$ cat config.mk
export PLATFORM = sky130hd
export DESIGN_NAME = contador_flat
export DESIGN_NICKNAME = d
export VERILOG_FILES = /design/src/rtl/contador_if.sv /design/src/rtl/contador.sv /design/src/flat_wrapper.sv
export SDC_FILE = /design/constraint.sdc
export NUM_CORES = 1
export LEC_CHECK = 0
export BUFFER_PORTS_ARGS = -buffer_cell sky130_fd_sc_hd__buf_2
export CORE_AREA = 2 2 39 41
export CTS_BUF_LIST = sky130_fd_sc_hd__clkbuf_8
export DETAILED_ROUTE_END_ITERATION = 12
export DIE_AREA = 0 0 41 43
export HOLD_SLACK_MARGIN = 0.06
export MAX_ROUTING_LAYER = met4
export PLACE_DENSITY = 0.73
export SETUP_SLACK_MARGIN = 0.05
export SYNTH_ARGS = -nofsm -noshare
export SYNTH_HDL_FRONTEND = slang
export SYNTH_SLANG_ARGS = --single-unit
$ cat constraint.sdc
create_clock -name clk -period 2.07 [get_ports clk]
set_clock_uncertainty 0.15 [all_clocks]
set_input_delay 0.1035 -clock clk [delete_from_list [all_inputs] [get_ports clk]]
set_output_delay 0.1035 -clock clk [all_outputs]
set_load 0.02 [all_outputs]
$ cat src/rtl/contador_if.sv
// contador_if: direction input and count/flag outputs of the contador up/down counter.
// The master side drives ud; the slave side (the counter) drives cont and the decoded flags.
interface contador_if #(
    parameter int unsigned WIDTH = 8
);
    logic             ud;
    logic [WIDTH-1:0] cont;
    logic             zero;
    logic             max;
    logic             tc;

    modport master (
        output ud,
        input  cont,
        input  zero,
        input  max,
        input  tc
    );

    modport slave (
        input  ud,
        output cont,
        output zero,
        output max,
        output tc
    );
endinterface

$ cat src/rtl/contador.sv
// contador: WIDTH-bit up/down counter, one-cycle latency, free-running (no backpressure).
// Define CONTADOR_SATURATE_EN to hold at 0 / all-ones instead of wrapping modulo 2^WIDTH.
module contador #(
    parameter int unsigned WIDTH = 8
) (
    input  logic       clk,
    input  logic       rst,
    contador_if.slave  bus
);
    localparam logic [WIDTH-1:0] ALL_ONES = {WIDTH{1'b1}};
    localparam logic [WIDTH-1:0] ONE      = {{(WIDTH-1){1'b0}}, 1'b1};

    logic [WIDTH-1:0] cont_q;
    logic [WIDTH-1:0] cont_d;
    logic             zero_w;
    logic             max_w;

    always_comb begin
        zero_w = (cont_q == '0);
        max_w  = (cont_q == ALL_ONES);
    end

    // Reset is applied in the register process, so cont_d only covers counting.
    always_comb begin
        cont_d = cont_q;
`ifdef CONTADOR_SATURATE_EN
        if (bus.ud) begin
            cont_d = max_w ? cont_q : cont_q + ONE;
        end else begin
            cont_d = zero_w ? cont_q : cont_q - ONE;
        end
`else
        if (bus.ud) begin
            cont_d = cont_q + ONE;
        end else begin
            cont_d = cont_q - ONE;
        end
`endif
    end

    always_ff @(posedge clk) begin
        if (rst) begin
            cont_q <= '0;
        end else begin
            cont_q <= cont_d;
        end
    end

    // Flags are pure decodes of the register and the live direction input.
    always_comb begin
        bus.cont = cont_q;
        bus.zero = zero_w;
        bus.max  = max_w;
        bus.tc   = (bus.ud & max_w) | (~bus.ud & zero_w);
    end
endmodule

$ cat src/flat_wrapper.sv
// flat-port wrapper written by rule: the top's interface ports become plain ports
module contador_flat 
#(
    parameter int unsigned WIDTH = 8
)
  (clk, rst, bus_ud, bus_cont, bus_zero, bus_max, bus_tc);
  contador_if #(.WIDTH(WIDTH)) bus_i ();
  input  logic clk;
  input  logic rst;
  input wire logic [$bits(bus_i.ud)-1:0] bus_ud;
  output wire logic [$bits(bus_i.cont)-1:0] bus_cont;
  output wire logic [$bits(bus_i.zero)-1:0] bus_zero;
  output wire logic [$bits(bus_i.max)-1:0] bus_max;
  output wire logic [$bits(bus_i.tc)-1:0] bus_tc;
  assign bus_i.ud = bus_ud;
  assign bus_cont = bus_i.cont;
  assign bus_zero = bus_i.zero;
  assign bus_max = bus_i.max;
  assign bus_tc = bus_i.tc;
  contador #(.WIDTH(WIDTH)) u_core (.clk(clk), .rst(rst), .bus(bus_i));
endmodule
==> results of run 1 <==
kinds of logic (layout without fill, tap and decap cells):
family                     after synthesis  count (layout)  share of synthesized area
and+or+nand+nor                         25              25                      0.261
muxes                                    1               1                     0.0206
buffers and inverters                    3              19                     0.0275
xor gates and xnor gates                 3               3                     0.0481
adders and majority gates                7               7                      0.174
DFF                                      8               8                      0.293
AOI/OAI and AO/OA                       14              14                      0.176
layer usage:
layer,global-route usage,up-vias,share of wire
met4,0.147,0,0.024
met1,0.190,237,0.46
met3,0.0262,4,0.043
met2,0.222,17,0.47
met5,-,-,0
li1,-,262,-
worst paths after layout:
| kind | end | slack, ns | depth (start not counted) |
|---|---|---|---|
| hold / removal | u_core.bus.cont[7] | 0.1 | 4 |
| hold reg to reg | u_core.bus.cont[0] | 0.37 | 1 |
| setup reg to reg | u_core.bus.cont[5] | 0.22 | 5 |
| setup / recovery | u_core.bus.cont[5] | 0.22 | 5 |
worst reg2reg max path, stage by stage, from the launching register on:
cell and delay (ns):
dfxtp_1 0.33, ha_1 0.36, o21ai_0 0.25, nor2_1 0.11, or4_1 0.47, o211ai_1 0.11
stage by stage:
step	worst slack (ns)	cell area (µm²)	hold WS [ns]	total power, mW
finish	0.217	676	0.0992	0.869
global route	0.0817	676	0.130	0.940
CTS	0.200	676	0.0985	0.874
detailed placement	0.184	624	0.258	0.683
global placement	0.214	624	0.247	0.675
floorplan	0.212	547	0.165	0.573
layout make-up:
type                       instances  share of cell area
timing repair buffer              14               0.111
multi-input combinational         50               0.550
sequential                         8               0.237
inverter                           2              0.0111
clock buffer                       3              0.0611
tap                               16              0.0296
cells in the mapped netlist, drive strengths merged (2+ instances only):
master / instances / share of area
dfxtp: 8 / 0.29
nor2: 8 / 0.055
ha: 6 / 0.14
a21o: 4 / 0.055
a21oi: 4 / 0.037
nand4: 3 / 0.034
or4: 3 / 0.041
a211oi: 2 / 0.037
inv: 2 / 0.014
nand3: 2 / 0.018
nor3: 2 / 0.018
nor3b: 2 / 0.027
o21ai: 2 / 0.018
xor2: 2 / 0.032
where the power goes:
group          switching, mW  total (mW)  internal [mW]
sequential            0.0499       0.253          0.203
clock                 0.0572       0.183          0.126
combinational          0.248       0.434          0.185
==> impl_results.md, run 1 <==
* Hold crit path type: in2reg
* Synth Warn # at 0
* CP peak stage delay at 0.47 ns
* Distinct cell type count after synthesis at 26
* Io pins at 14
* GP Congestion at 0.806
* Reg2reg start: u_core.bus.cont[2]
* Setup CP Type: reg2reg
* Max-slew violation count at 0
* Drt total wl at 1.17 mm
* Worst-path fanout max at 4
* Power per Cell Area at 1290 mW/mm²
* Net count, final at 89
* Hold Vio Cnt, Final at 0
* Num CTS Buffers at 3
* Clock root cell: clkbuf_8
* Sink Count at 8
* Die W at 41 µm
* Critical-path cell list: ha_1, o21ai_0, nor2_1, or4_1, o211ai_1
* Post-synth top flop: dfxtp_1
* Pre-antenna DRT Iters at 4
* Status: finished clean
* Die area at 0.00176 mm²
* FMAX at 540 MHz
* Endpoints failing setup at 0
* Sequential Area at 160 µm²
* Fill cells at 140
* Final non-filler cell total at 93
* WL per Instance at 12.5 µm
* Commonest non-fill, non-tap cell in the layout: buf_2
* Post-synthesis cell area at 547 µm²
* WP data required at 2.07 ns
* Sequential area share after synthesis at 0.293
* Leakage power at 0.330 nW
* Post-CTS Resized at 0
* Post-route antenna net violation count at 0
* Rows at 14
* Crit path launch type: register
* Min-delay src: bus_ud
* First-pass GRT wire length at 1.84 mm
* Slew headroom at 0.811
* Vias per inst at 5.59
* Core area at 0.00138 mm²
* WP buf/inv at 0
* Least-Margin Pin Slew at 0.282 ns
* Yosys reg bits at 8
* Synthesized Nets at 71
* Post-synth EDFFs at 0
* CP startpoint: u_core.bus.cont[2]
* Most frequent cells in the layout: 13 x buf_2, 8 x nor2_1, 8 x dfxtp_1
* Post-synth ARST share at 0
* Syn avg cell area at 8.96 µm²
* Largest net degree at the start of global routing at 12
* Clock buffer depth at 2
* Starting density of the core at 0.395
* DP HPWL at 898 µm
* WP data arrival at 1.85 ns
* Hold_buf cts at 1
* Worst-Skew Late Latency at 0.23 ns
* Crit end category: register
* Port Buffers at 13
* Max FFs per register at 8
* RSZ-0062 raised after global routing: false
* Setup TNS at 0 ns
* Post-CTS setup buffers at 0
* Vias in the first global route at 446
* Clock period minus final worst setup slack at 1.85 ns
* Residual DRC count at 0
* Inst Count DP at 89
* Slowest-stage cell, CP: or4_1
* # diodes at 0
* Max IR drop VDD at 386 µV
* Post-Syn Instances at 61
* Total grt overflow at 0
* Syn-to-layout area delta at 23.6%
* Tcrit/Tclk final at 0.895
* Fraction of layout cells with a size suffix above 1 at 0.247
* Die height at 43 µm
* H-tree depth at 1
* DR iter-0 viols at 8
* Fin util at 0.488
* Clock transition at the registers of the reported paths at 0.04 ns
* Initial antenna violation count at 0
* Cell family with most CP delay: simple AND/OR/NAND/NOR gates
* Tot GR Track Use at 0.162
* Multi-input combinational cell area at 372 µm²
* CTS tree: done
* Via count at 520
* Maxcap violations at 0
Note: power is estimated with default switching activity, not from simulation.
==> run 2: changes to the inputs <==
--- a/config.mk
+++ b/config.mk
@@ -13,6 +13,7 @@
 export HOLD_SLACK_MARGIN = 0.06
 export MAX_ROUTING_LAYER = met4
 export PLACE_DENSITY = 0.73
+export RECOVER_POWER = 50
 export SETUP_SLACK_MARGIN = 0.05
 export SYNTH_ARGS = -nofsm -noshare
 export SYNTH_HDL_FRONTEND = slang
==> impl_results.md, run 2 (synthesis results as in run 1) <==
* Status: finished clean
* GP Congestion at 0.806
* Fin util at 0.480
* Max-slew violation count at 0
* Syn-to-layout area delta at 21.5%
* Starting density of the core at 0.395
* Sink Count at 8
* Worst setup margin at 0.211 ns
* Clock transition at the registers of the reported paths at 0.04 ns
* Power per Cell Area at 1290 mW/mm²
* Initial antenna violation count at 0
* H-tree depth at 1
* Most frequent cells in the layout: 9 x clkbuf_1, 8 x nor2_1, 8 x dfxtp_1
* Post-CTS Resized at 0
* Io pins at 14
* Setup TNS at 0 ns
* Hold Vio Cnt, Final at 0
* Tot GR Track Use at 0.162
* Worst-path fanout max at 6
* DR iter-0 viols at 6
* Commonest non-fill, non-tap cell in the layout: clkbuf_1
* Pre-antenna DRT Iters at 4
* Met3 Use GR at 0.0262
* CP startpoint: u_core.bus.cont[4]
* Largest net degree at the start of global routing at 12
* Worst-Skew Late Latency at 0.23 ns
* Max IR drop VDD at 385 µV
* Total grt overflow at 0
* Gr busiest metal: met2
* Rows at 14
* Crit path launch type: register
* Met1 usage at 0.190
* Crit end category: register
* Clock period minus final worst setup slack at 1.86 ns
* Slew headroom at 0.682
* Die height at 43 µm
* Drt total wl at 1.17 mm
* WP data arrival at 1.87 ns
* Leakage power at 0.299 nW
* Die area at 0.00176 mm²
* Hold crit path type: in2reg
* R2R setup slack at 0.21 ns
* Num CTS Buffers at 3
* RSZ-0062 raised after global routing: false
* Post-route antenna net violation count at 0
* Design area at 664 µm²
* FMAX at 538 MHz
* Path depth of the worst reg2reg path at 5
* Tcrit/Tclk final at 0.898
* # diodes at 0
* Fill cells at 145
* Clock root cell: clkbuf_8
* Port Buffers at 13
* Max FFs per register at 8
* RR Endpoint: u_core.bus.cont[7]
* Setup CP Type: reg2reg
* Least-Margin Pin Slew at 0.477 ns
* Worst setup path end: u_core.bus.cont[7]
* CTS tree: done
* Fraction of layout cells with a size suffix above 1 at 0.130
* Core area at 0.00138 mm²
* Placed instance area at 624 µm²
* WP data required at 2.08 ns
* GR Util met2 at 0.222
* Hold Crit Depth at 4
* WL per Instance at 12.6 µm
* DP HPWL at 898 µm
* Net count, final at 89
* Vias in the first global route at 446
* Reg2reg start: u_core.bus.cont[4]
* Vias per inst at 5.60
* Via count at 521
* Clock buffer depth at 2
* First-pass GRT wire length at 1.84 mm
* Setup WS pre-CTS at 0.184 ns
* Residual DRC count at 0
* Maxcap violations at 0
* Die W at 41 µm
* Endpoints failing setup at 0
run 2: area by class of cell:
class / instances / area [µm²] / share of cell area
Multi-Input combinational cell: 50 / 372 / 0.559
Sequential cell: 8 / 160 / 0.241
Timing Repair Buffer: 14 / 63.8 / 0.0960
Clock buffer: 3 / 41.3 / 0.0621
Tap cell: 16 / 20.0 / 0.0301
Inverter: 2 / 7.51 / 0.0113
run 2: metrics by stage:
stage               power [mW]  std cells  hold WS (ns)
floorplan                0.573         61         0.165
global placement         0.675         89         0.247
detailed placement       0.683         89         0.258
CTS                      0.874         93        0.0985
global route             0.929         93         0.130
finish                   0.859         93        0.0996
run 2: worst max-delay path, stage by stage (launching register included):
cell	delay (ns)
dfxtp_1	0.33
ha_1	0.39
a21o_1	0.22
a31o_1	0.23
or3_1	0.34
a21oi_1	0.13
run 2: how the worst min path moves through the flow:
stage / from / end
2_1_floorplan: rst / u_core.bus.cont[5]
3_3_place_gp: rst / u_core.bus.cont[0]
3_5_place_dp: rst / u_core.bus.cont[0]
4_1_cts: bus_ud / u_core.bus.cont[7]
5_1_grt: bus_ud / u_core.bus.cont[7]
6_report: bus_ud / u_core.bus.cont[7]
run 2: where the power goes:
| part | total [mW] | internal, mW | switching [mW] |
|---|---|---|---|
| combinational | 0.421 | 0.173 | 0.248 |
| sequential | 0.254 | 0.203 | 0.0516 |
| clock | 0.183 | 0.126 | 0.0574 |
run 2: repair_timing:
action	in CTS	in global routing
buffers inserted	0	0
hold endpoints to repair	6	0
hold buffers	1	0
run 2: routing by layer:
| layer | part of all wire | vias to the layer above |
|---|---|---|
| li1 | - | 262 |
| met5 | 0 | - |
| met2 | 0.47 | 17 |
| met4 | 0.024 | 0 |
| met1 | 0.46 | 238 |
| met3 | 0.043 | 4 |
==> run 3: changes to the inputs <==
--- a/config.mk
+++ b/config.mk
@@ -7,11 +7,9 @@
 export LEC_CHECK = 0
 export BUFFER_PORTS_ARGS = -buffer_cell sky130_fd_sc_hd__buf_2
 export CORE_AREA = 2 2 39 41
-export CTS_BUF_LIST = sky130_fd_sc_hd__clkbuf_8
 export DETAILED_ROUTE_END_ITERATION = 12
 export DIE_AREA = 0 0 41 43
 export HOLD_SLACK_MARGIN = 0.06
-export MAX_ROUTING_LAYER = met4
 export PLACE_DENSITY = 0.73
 export RECOVER_POWER = 50
 export SETUP_SLACK_MARGIN = 0.05
==> impl_results.md, run 3 (synthesis results as in run 1) <==
* Via count at 525
* Die area at 0.00176 mm²
* Sink Count at 8
* Tot GR Track Use at 0.159
* Residual DRC count at 0
* Hold crit path type: in2reg
* Placed instance area at 624 µm²
* WHS at 0.355 ns
* Rows at 14
* Setup CP Type: reg2out
* RSZ-0062 raised after global routing: false
* Design area at 658 µm²
* CTS tree: done
* Max-slew violation count at 0
* R2R setup slack at 0.21 ns
* Die W at 41 µm
* Slew headroom at 0.669
* Port Buffers at 13
* Leakage power at 0.296 nW
* WP data arrival at 1.61 ns
* Die height at 43 µm
* Worst-path fanout max at 7
* Status: finished clean
* Syn-to-layout area delta at 20.4%
* DP HPWL at 898 µm
* Commonest non-fill, non-tap cell in the layout: clkbuf_1
* Sequential Area at 160 µm²
* WL per Instance at 12.8 µm
* Post-route antenna net violation count at 0
* Max IR drop VDD at 335 µV
* Vias per inst at 5.59
* Drt total wl at 1.20 mm
* Multi-input combinational cell area at 374 µm²
* Clock transition at the registers of the reported paths at 0.05 ns
* Crit end category: output port
* Combinational power share at 0.537
* Vias in the first global route at 455
* First-pass GRT wire length at 1.85 mm
* Hold Vio Cnt, Final at 0
* Most frequent cells in the layout: 9 x clkbuf_1, 8 x dfxtp_1, 7 x nor2_1
* # diodes at 0
* Clock power frac at 0.145
* Io pins at 14
* Total grt overflow at 0
* Clock root cell: clkbuf_4
* Switching portion of total power at 0.444
* DR iter-0 viols at 7
* Crit path launch type: register
* Endpoints failing setup at 0
* Setup TNS at 0 ns
* Fraction of layout cells with a size suffix above 1 at 0.141
* Net count, final at 90
* Clock buffer depth at 2
* Least-Margin Pin Slew at 0.497 ns
* Core area at 0.00138 mm²
* Pre-antenna DRT Iters at 4
* Tcrit/Tclk final at 0.899
* WP data required at 1.82 ns
* Fill cells at 147
* Power per Cell Area at 1210 mW/mm²
* Initial antenna violation count at 0
* FMAX at 537 MHz
* Int Power at 0.444 mW
* Max FFs per register at 8
* Sequential Power Share at 0.318
* Num CTS Buffers at 3
* Maxcap violations at 0
* H-tree depth at 1
* NetSw at 0.354 mW
* Worst-Skew Late Latency at 0.25 ns
* Largest net degree at the start of global routing at 12
* Post-CTS setup buffers at 0
* GP Congestion at 0.795
* Starting density of the core at 0.395
* Clock period minus final worst setup slack at 1.86 ns
-- run 3: changes by cell type in the layout (fill, tap and decap cells not counted), sizes merged --
cell and change:
dlygate4sd3 +1
-- run 3: path summary, 6_finish.rpt --
check / depth (start not counted) / to / from
setup reg to reg: 5 / u_core.bus.cont[5] / u_core.bus.cont[2]
setup / recovery: 4 / bus_tc / u_core.bus.cont[0]
hold / removal: 4 / u_core.bus.cont[1] / bus_ud
hold reg to reg: 1 / u_core.bus.cont[0] / u_core.bus.cont[0]
-- run 3: power by group through the flow --
stage / clock, mW / combinational [mW] / sequential (mW)
after global routing: 0.126 / 0.478 / 0.261
after floorplan: 0 / 0.269 / 0.304
after CTS: 0.122 / 0.432 / 0.253
after global placement: 0 / 0.421 / 0.253
final: 0.116 / 0.429 / 0.253
after detailed placement: 0 / 0.427 / 0.256
-- run 3: metal layers --
| metal | global-route usage | up-vias | routed length (µm) |
|---|---|---|---|
| li1 | - | 264 | - |
| met2 | 0.234 | 15 | 576 |
| met1 | 0.181 | 242 | 555 |
| met3 | 0.0262 | 4 | 40 |
| met4 | 0.147 | 0 | 27 |
| met5 | 0 | - | 0 |
-- run 3: area by class of cell --
type / instances / share of cell area
multi-input cells: 50 / 0.568
flip-flops and latches: 8 / 0.243
repair buffers: 15 / 0.112
clock buffers: 3 / 0.0342
well taps: 16 / 0.0304
inverters: 2 / 0.0114
-- run 3: through the flow --
stage	total power [mW]	setup slack, ns	utilization	cells
finish	0.798	0.209	0.476	94
global route	0.865	0.0788	0.476	94
CTS	0.807	0.168	0.482	94
detailed placement	0.683	0.184	0.451	89
global placement	0.675	0.214	0.451	89
floorplan	0.573	0.212	-	61
-- run 3: timing repair --
action | CTS | global route
hold endpoints to repair | 7 | 0
setup endpoints to repair | 0 | 1
hold buffers | 2 | 0
resized for setup | 0 | 1
-- run 3: worst max-delay path: stages (launching register included) --
cell     delay, ns
dfxtp_1       0.37
or4_1         0.57
nor2_2        0.12
mux2_2        0.15
buf_2         0.15
